--- config.mk ---
export PLATFORM = sky130hd
export DESIGN_NAME = dmem_access_ctrl
export DESIGN_NICKNAME = d
export VERILOG_FILES = /design/src/rtl/dmem_pkg.sv /design/src/rtl/dmem_lane_align.sv /design/src/rtl/dmem_access_ctrl.sv
export SDC_FILE = /design/constraint.sdc
export NUM_CORES = 1
export LEC_CHECK = 0
export BUFFER_PORTS_ARGS = -buffer_cell sky130_fd_sc_hd__buf_2
export CELL_PAD_IN_SITES_DETAIL_PLACEMENT = 1
export CELL_PAD_IN_SITES_GLOBAL_PLACEMENT = 2
export CORE_UTILIZATION = 32
export CTS_CLUSTER_DIAMETER = 40
export DETAILED_ROUTE_END_ITERATION = 8
export GPL_ROUTABILITY_DRIVEN = 0
export GPL_TIMING_DRIVEN = 0
export PLACE_DENSITY_LB_ADDON = 0.1
export SETUP_SLACK_MARGIN = 0.4
export SYNTH_ARGS = -nofsm -noshare
export SYNTH_HDL_FRONTEND = slang
export SYNTH_HIERARCHICAL = 1
export SYNTH_SLANG_ARGS = --single-unit
--- constraint.sdc ---
create_clock -name clk -period 4.68 [get_ports clk]
set_input_delay 0 -clock clk [delete_from_list [all_inputs] [get_ports clk]]
set_output_delay 0 -clock clk [all_outputs]
set_load 0.02 [all_outputs]
--- src/rtl/dmem_pkg.sv ---
// Shared encodings and helpers for the data-memory access controller.
package dmem_pkg;

  localparam logic [2:0] F3_B  = 3'b000;
  localparam logic [2:0] F3_H  = 3'b001;
  localparam logic [2:0] F3_W  = 3'b010;
  localparam logic [2:0] F3_BU = 3'b100;
  localparam logic [2:0] F3_HU = 3'b101;

  typedef enum logic [1:0] {ST_IDLE, ST_ISSUE0, ST_ISSUE1, ST_RESP} state_t;

  // Access size in bytes; the reserved size code maps to 4 and is rejected by is_legal.
  function automatic logic [2:0] size_of(input logic [2:0] f3);
    case (f3[1:0])
      2'b00:   size_of = 3'd1;
      2'b01:   size_of = 3'd2;
      default: size_of = 3'd4;
    endcase
  endfunction

  function automatic logic is_legal(input logic [2:0] f3, input logic we);
    case (f3)
      F3_B, F3_H, F3_W: is_legal = 1'b1;
      F3_BU, F3_HU:     is_legal = ~we;
      default:          is_legal = 1'b0;
    endcase
  endfunction

endpackage

--- src/rtl/dmem_lane_align.sv ---
// Byte-lane steering for a two-beat window: store lanes/enables per beat, and
// load extraction plus sign/zero extension from the concatenated beats.
module dmem_lane_align (
  input  logic [1:0]  i_off,
  input  logic [2:0]  i_size,
  input  logic        i_zext,
  input  logic [31:0] i_wdata,
  input  logic [63:0] i_rbeats,
  output logic [3:0]  o_be0,
  output logic [3:0]  o_be1,
  output logic [31:0] o_wd0,
  output logic [31:0] o_wd1,
  output logic        o_split,
  output logic [31:0] o_rdata
);

  logic [7:0]  w_mask;
  logic [63:0] w_data64;
  logic [31:0] w_rword;
  logic        w_sext;

  assign w_mask   = ((8'd1 << i_size) - 8'd1) << i_off;
  assign w_data64 = {32'd0, i_wdata} << {i_off, 3'b000};

  assign {o_be1, o_be0} = w_mask;
  assign {o_wd1, o_wd0} = w_data64;
  assign o_split        = ({2'b00, i_off} + {1'b0, i_size}) > 4'd4;

  // Beat1 sits above beat0, so one right shift lines up any straddling load.
  assign w_rword = 32'(i_rbeats >> {i_off, 3'b000});
  assign w_sext  = ~i_zext;

  always_comb begin
    case (i_size)
      3'd1:    o_rdata = {{24{w_sext & w_rword[7]}}, w_rword[7:0]};
      3'd2:    o_rdata = {{16{w_sext & w_rword[15]}}, w_rword[15:0]};
      default: o_rdata = w_rword;
    endcase
  end

endmodule

--- src/rtl/dmem_access_ctrl.sv ---
// Arbiter/sequencer sharing a word-organised data memory between the core MEM
// stage (any size/alignment, split into two beats when needed) and an aux word port.
module dmem_access_ctrl
  import dmem_pkg::*;
#(
  parameter int DM_ADDRESS       = 9,
  parameter int DATA_W           = 32,
  parameter int ALLOW_MISALIGNED = 1,
  parameter int STARVE_LIM       = 4
) (
  input  logic                  clk,
  input  logic                  reset,
  input  logic                  c_req,
  input  logic                  c_we,
  input  logic [2:0]            c_funct3,
  input  logic [DM_ADDRESS-1:0] c_addr,
  input  logic [DATA_W-1:0]     c_wdata,
  output logic [DATA_W-1:0]     c_rdata,
  output logic                  c_done,
  output logic                  c_err,
  output logic                  c_stall,
  input  logic                  a_req,
  input  logic                  a_we,
  input  logic [DM_ADDRESS-3:0] a_addr,
  input  logic [DATA_W-1:0]     a_wdata,
  output logic [DATA_W-1:0]     a_rdata,
  output logic                  a_done,
  output logic [DM_ADDRESS-3:0] mem_addr,
  output logic [DATA_W-1:0]     mem_wdata,
  output logic [3:0]            mem_be,
  input  logic [DATA_W-1:0]     mem_rdata
);

  localparam int AW = DM_ADDRESS - 2;
  localparam int CW = $clog2(STARVE_LIM + 1);

  state_t        r_state;
  logic          r_is_aux, r_we, r_err, r_split;
  logic [2:0]    r_f3;
  logic [1:0]    r_off;
  logic [31:0]   r_wdata, r_beat0;
  logic [CW-1:0] r_starve;

  logic          w_idle, w_aux_win, w_core_win, w_split, w_c_err;
  logic [2:0]    w_f3;
  logic [1:0]    w_off;
  logic [31:0]   w_wdata, w_wd0, w_wd1, w_rdata_ext;
  logic [3:0]    w_be0, w_be1;
  logic [63:0]   w_rbeats;

  assign w_idle     = (r_state == ST_IDLE);
  assign w_aux_win  = a_req & (~c_req | (r_starve == CW'(STARVE_LIM)));
  assign w_core_win = c_req & ~w_aux_win;

  // While idle the aligner looks at the live core request so beat0 can be registered on accept.
  assign w_f3     = w_idle ? c_funct3 : r_f3;
  assign w_off    = w_idle ? c_addr[1:0] : r_off;
  assign w_wdata  = w_idle ? c_wdata : r_wdata;
  assign w_rbeats = {mem_rdata, (r_split ? r_beat0 : mem_rdata)};

  dmem_lane_align u_align (
    .i_off    (w_off),
    .i_size   (size_of(w_f3)),
    .i_zext   (w_f3[2]),
    .i_wdata  (w_wdata),
    .i_rbeats (w_rbeats),
    .o_be0    (w_be0),
    .o_be1    (w_be1),
    .o_wd0    (w_wd0),
    .o_wd1    (w_wd1),
    .o_split  (w_split),
    .o_rdata  (w_rdata_ext)
  );

  assign w_c_err = ~is_legal(c_funct3, c_we) |
                   (w_split & ((ALLOW_MISALIGNED == 0) | (&c_addr[DM_ADDRESS-1:2])));

  assign c_stall = c_req & ~c_done;

  always_ff @(posedge clk or posedge reset) begin
    if (reset) begin
      r_state   <= ST_IDLE;
      r_is_aux  <= 1'b0;
      r_we      <= 1'b0;
      r_err     <= 1'b0;
      r_split   <= 1'b0;
      r_f3      <= 3'd0;
      r_off     <= 2'd0;
      r_wdata   <= 32'd0;
      r_beat0   <= 32'd0;
      r_starve  <= '0;
      mem_addr  <= '0;
      mem_wdata <= '0;
      mem_be    <= 4'd0;
      c_rdata   <= '0;
      c_done    <= 1'b0;
      c_err     <= 1'b0;
      a_rdata   <= '0;
      a_done    <= 1'b0;
    end else begin
      c_done <= 1'b0;
      c_err  <= 1'b0;
      a_done <= 1'b0;
      case (r_state)
        ST_IDLE: begin
          mem_be <= 4'd0;
          if (w_aux_win) begin
            r_is_aux  <= 1'b1;
            r_we      <= a_we;
            r_err     <= 1'b0;
            r_split   <= 1'b0;
            r_starve  <= '0;
            mem_addr  <= a_addr;
            mem_wdata <= a_wdata;
            mem_be    <= {4{a_we}};
            r_state   <= ST_ISSUE0;
          end else if (w_core_win) begin
            r_is_aux  <= 1'b0;
            r_we      <= c_we;
            r_f3      <= c_funct3;
            r_off     <= c_addr[1:0];
            r_wdata   <= c_wdata;
            r_err     <= w_c_err;
            r_split   <= w_split & ~w_c_err;
            mem_addr  <= c_addr[DM_ADDRESS-1:2];
            mem_wdata <= w_wd0;
            mem_be    <= (c_we & ~w_c_err) ? w_be0 : 4'd0;
            if (a_req) r_starve <= r_starve + CW'(1);
            r_state   <= ST_ISSUE0;
          end
        end
        ST_ISSUE0: begin
          if (r_split) begin
            mem_addr  <= mem_addr + AW'(1);
            mem_wdata <= w_wd1;
            mem_be    <= r_we ? w_be1 : 4'd0;
            r_state   <= ST_ISSUE1;
          end else begin
            mem_be  <= 4'd0;
            r_state <= ST_RESP;
          end
        end
        ST_ISSUE1: begin
          r_beat0 <= mem_rdata;
          mem_be  <= 4'd0;
          r_state <= ST_RESP;
        end
        ST_RESP: begin
          if (r_is_aux) begin
            a_done  <= 1'b1;
            a_rdata <= mem_rdata;
          end else begin
            c_done  <= 1'b1;
            c_err   <= r_err;
            c_rdata <= (r_err | r_we) ? 32'd0 : w_rdata_ext;
          end
          r_state <= ST_IDLE;
        end
        default: r_state <= ST_IDLE;
      endcase
    end
  end

endmodule

==> summary by stage <==
Outcome
The run finished with clean final reports.

Layout
Compared with the post-synthesis result, the final layout area differs by 33.2%. The number of inserted filler cells in the final layout is 3,803. The proportion of layout cells with a drive suffix above 1 is 38.2%. Summing all flip-flop and latch instances after layout gives 4700 µm². After the last flow step, the layout net total stands at between 1k and 1.5k. Leaving out fill and tap cells, the most frequent cells in the layout are sky130_fd_sc_hd__buf_2, sky130_fd_sc_hd__mux2_2, sky130_fd_sc_hd__dfrtp_1, sky130_fd_sc_hd__dlygate4sd3_1, sky130_fd_sc_hd__mux2i_1. Once layout is done, the placed cells without fillers occupy 14,700 µm².

The multi-input gate area in the final layout is 5810 µm². The library cell used most frequently in the layout, excluding fill and tap cells, is sky130_fd_sc_hd__buf_2.

Die
From bottom edge to top edge, the die measures between 150 and 200 µm. The floorplan step defined a die boundary enclosing 35,100 µm². For this design the top-level I/O count stands at 232. Measured along the x axis, the die boundary spans about 190 µm.

The core box area is 33,700 µm². The initial core utilization is 32.6%. After floorplanning, the core was divided into 67 placement rows.

GRT
The initial antenna violation count is 2. The total overflow left after global routing is 0. The via count of the first global-routing pass is approximately 10k. The aggregate global-route resource usage is a little under a quarter. Entering global routing, the biggest net connects 37 pins.

The global-route wire length before repair is 63,200 µm.

Timing
The max-slew violation total from the final report came to 0. For the pin with the worst max-slew slack, the measured transition is around 0.86 ns. The routed design could run at a clock period as short as 3.93 ns. Final hold analysis gives a worst-case slack of 0.0851 ns. The total negative slack is 0 ns. The clock skew after layout is 0.0169 ns. Setup repair after global routing left no endpoint under its margin. The final hold violation count is 0. The period utilization is 83.9%. The setup-violating endpoint count in the final report is 0. In this run the tightest slew margin relative to its limit is 42.9%. For this run, the top clock speed supported by timing is 255 MHz.

Place
The HPWL after detailed placement is 30,500 µm. The placed instances occupy a cell area of 12,900 µm². The total of buffers placed on input and output ports is around 230.

Logic synthesis
The mux cell area share after synthesis is 29.8%. In the synthesized netlist the async set-or-reset flop fraction comes to 100%. The top cell type by area accounts for between 40% and 50% of the synthesized area. For this run, the leading register cell type out of synthesis is sky130_fd_sc_hd__dfrtp_1. After Yosys synthesis, and, or, nand and nor cells account for 10.2% of the synthesized area.

The post-synthesis cell type with the largest combined area is sky130_fd_sc_hd__dfrtp_1. The complex-gate fraction of the synthesized area is 11.2%. Sorting the synthesized cells by area gives the leading types as sky130_fd_sc_hd__dfrtp_1, sky130_fd_sc_hd__mux2_2, sky130_fd_sc_hd__mux2i_1, sky130_fd_sc_hd__a22o_1, sky130_fd_sc_hd__o211ai_1. The number of enable-type register cells in the synthesized netlist is 0. The Yosys step of the flow raised 6 warnings. The synthesized instance count is 982. The synthesized netlist devotes 1.32% of its cell area to adder and majority cells.

The post-synthesis share of cell area spent on xor and xnor gates is 0.0796%. The mean cell area of the mapped netlist is roughly 11 µm². The portion of the post-synthesis area used by sequential elements is 42.8%. The synthesis-stage register bit count is 188. The dominant combinational cell family by area after synthesis is multiplexers. The count of unique library cells instantiated by Yosys is 62.

The mapped netlist covers ~11,000 µm².

Min path
The path category of the worst min-delay check is input pin to flop. The worst hold path begins at a_we.

Detailed routing
The detailed-route vias per instance is 5.16. The DRC marker count from the first detailed-route iteration is between 400 and 500. The remaining antenna violation count after routing is 0. The final layout contains routed wiring with a total length of roughly 41,000 µm. The detailed router placed roughly 9.4k vias in this run. The detailed-route wire length per cell is ~23 µm. Before antenna repair, the detailed router went through 5 iterations. After detailed routing, the number of remaining DRC violations is 0.

Clock tree
The root buffer cell is sky130_fd_sc_hd__clkbuf_16. The number of clock buffers added by TritonCTS is 17. The H-tree depth is 4. Clock-pin slew was measured on the worst setup and hold paths at 0.08 ns. The clock tree from TritonCTS is yes. The clock insertion delay at the later pin of the skew report is 0.46 ns. In this run the deepest clock path goes through 2 buffers. CTS saw 188 sinks.

Run
The max capacitance violation total is 0.

Pwr
For this design the ratio of total power to cell area is 752 nW/µm². The standby leakage power is 6.73 nW. The highest ir drop seen on vdd is between 0.0003 and 0.0004 V.

Critical path
The worst setup path is captured at a flop. At the worst endpoint, the required time is a little over 5 ns. The startpoint identified for the worst register-to-register timing path is r_state[0]. Along the worst path, the maximum fanout reaches 10. The type of the setup path with the least slack is flop to flop. The worst setup path is launched from a flop. STA puts the critical path data arrival time at 4.28 ns. Tracing the worst setup path back leads to its startpoint at r_state[0].
## per-stage QoR
step / utilization, % / cells / worst slack (ns) / total power [mW]
finish: 43.5 / 1825 / 0.754 / 11.0
global route: 43.5 / 1825 / 0.474 / 11.7
CTS: 43.5 / 1824 / 0.469 / 11.1
detailed placement: 38.2 / 1672 / 0.476 / 9.44
global placement: 37.8 / 1666 / 0.497 / 9.35
floorplan: - / 989 / 1.37 / 7.20
## state kept, by name (all words and copies together) (netlist names), 4 cells and up
register	count
a_rdata	32
mem_addr	7
mem_wdata	32
r_wdata	32
mem_be	4
r_beat0	32
c_rdata	32
## where the power goes
part	switching [mW]	internal, mW	total [mW]
combinational	3.98	2.74	6.72
sequential	0.416	2.38	2.80
clock	0.738	0.768	1.51
## area by class of cell
type	instances	area share, %
inverters	12	0.333
diodes	1	0.0171
repair buffers	355	16.9
well taps	448	3.83
flip-flops and latches	188	32.1
multi-input cells	701	39.7
plain buffers	88	3.19
clock buffers	18	3.00
clock inverters	14	0.965
## routing by layer
layer | vias up | routed length [µm] | track usage (%)
li1 | 4378 | - | -
met1 | 4786 | 20900 | 35.0
met2 | 215 | 17900 | 36.5
met3 | 39 | 1650 | 3.96
met4 | 2 | 708 | 6.75
met5 | - | 7 | 0
## logic make-up after synthesis
group | count (synthesis)
compound gates | 176
simple gates | 217
other cells | 1
mux | 288
xor+xnor | 1
buf+inv | 100
fa+ha+maj | 11
flops | 188
## worst paths after layout
path / to / slack (ns) / cells past startpoint
setup / recovery: mem_be[0] / 0.75 / 15
hold / removal: mem_be[1] / 0.09 / 5
setup reg to reg: mem_be[0] / 0.75 / 15
hold reg to reg: mem_wdata[5] / 0.50 / 2
max in group asynchronous: c_rdata[17] / 3.75 / 5
min in group asynchronous: r_wdata[10] / 0.14 / 3
## synthesized netlist by cell type (2+ instances only)
cell / instances
sky130_fd_sc_hd__clkbuf_1: 27
sky130_fd_sc_hd__o21ai_0: 41
sky130_fd_sc_hd__buf_6: 5
sky130_fd_sc_hd__inv_1: 12
sky130_fd_sc_hd__buf_2: 21
sky130_fd_sc_hd__and2_0: 3
sky130_fd_sc_hd__dfrtp_1: 188
sky130_fd_sc_hd__mux2_2: 193
sky130_fd_sc_hd__nor3_1: 6
sky130_fd_sc_hd__buf_1: 15
sky130_fd_sc_hd__o311ai_0: 3
sky130_fd_sc_hd__o31ai_1: 2
sky130_fd_sc_hd__a211oi_1: 3
sky130_fd_sc_hd__a21oi_1: 25
sky130_fd_sc_hd__and3_1: 9
sky130_fd_sc_hd__nor4_1: 2
sky130_fd_sc_hd__nor2b_1: 23
sky130_fd_sc_hd__a221oi_1: 4
sky130_fd_sc_hd__mux2i_1: 83
sky130_fd_sc_hd__nand3_1: 48
sky130_fd_sc_hd__o221ai_1: 2
sky130_fd_sc_hd__nor2_1: 33
sky130_fd_sc_hd__nand4_1: 7
sky130_fd_sc_hd__and2_1: 11
sky130_fd_sc_hd__nand2_1: 61
sky130_fd_sc_hd__o21ai_1: 4
sky130_fd_sc_hd__ha_1: 10
sky130_fd_sc_hd__nand2b_1: 3
sky130_fd_sc_hd__a22o_1: 40
sky130_fd_sc_hd__buf_4: 19
sky130_fd_sc_hd__mux4_1: 2
sky130_fd_sc_hd__mux4_2: 10
sky130_fd_sc_hd__o211ai_1: 38
## worst max-delay path, cell delays in order, from the launching register on
cell,delay (ns)
sky130_fd_sc_hd__dfrtp_1,0.45
sky130_fd_sc_hd__inv_1,0.11
sky130_fd_sc_hd__ha_1,0.16
sky130_fd_sc_hd__buf_2,0.28
sky130_fd_sc_hd__clkbuf_2,0.37
sky130_fd_sc_hd__mux2i_1,0.28
sky130_fd_sc_hd__nor2b_1,0.22
sky130_fd_sc_hd__ha_1,0.21
sky130_fd_sc_hd__fa_1,0.42
sky130_fd_sc_hd__nor2_1,0.15
sky130_fd_sc_hd__o21ai_0,0.09
sky130_fd_sc_hd__o2bb2ai_1,0.20
sky130_fd_sc_hd__nand4_1,0.14
sky130_fd_sc_hd__o22a_1,0.30
sky130_fd_sc_hd__nand4_1,0.15
sky130_fd_sc_hd__a221oi_1,0.28
## repair_timing
action / CTS / global route
endpoints found under the setup margin: 0 / 5
resized for setup: 0 / 1
hold endpoints to repair: 247 / 0
hold buffers: 120 / 0
buffers inserted: 0 / 0
Note: power is estimated with default switching activity, not from simulation.
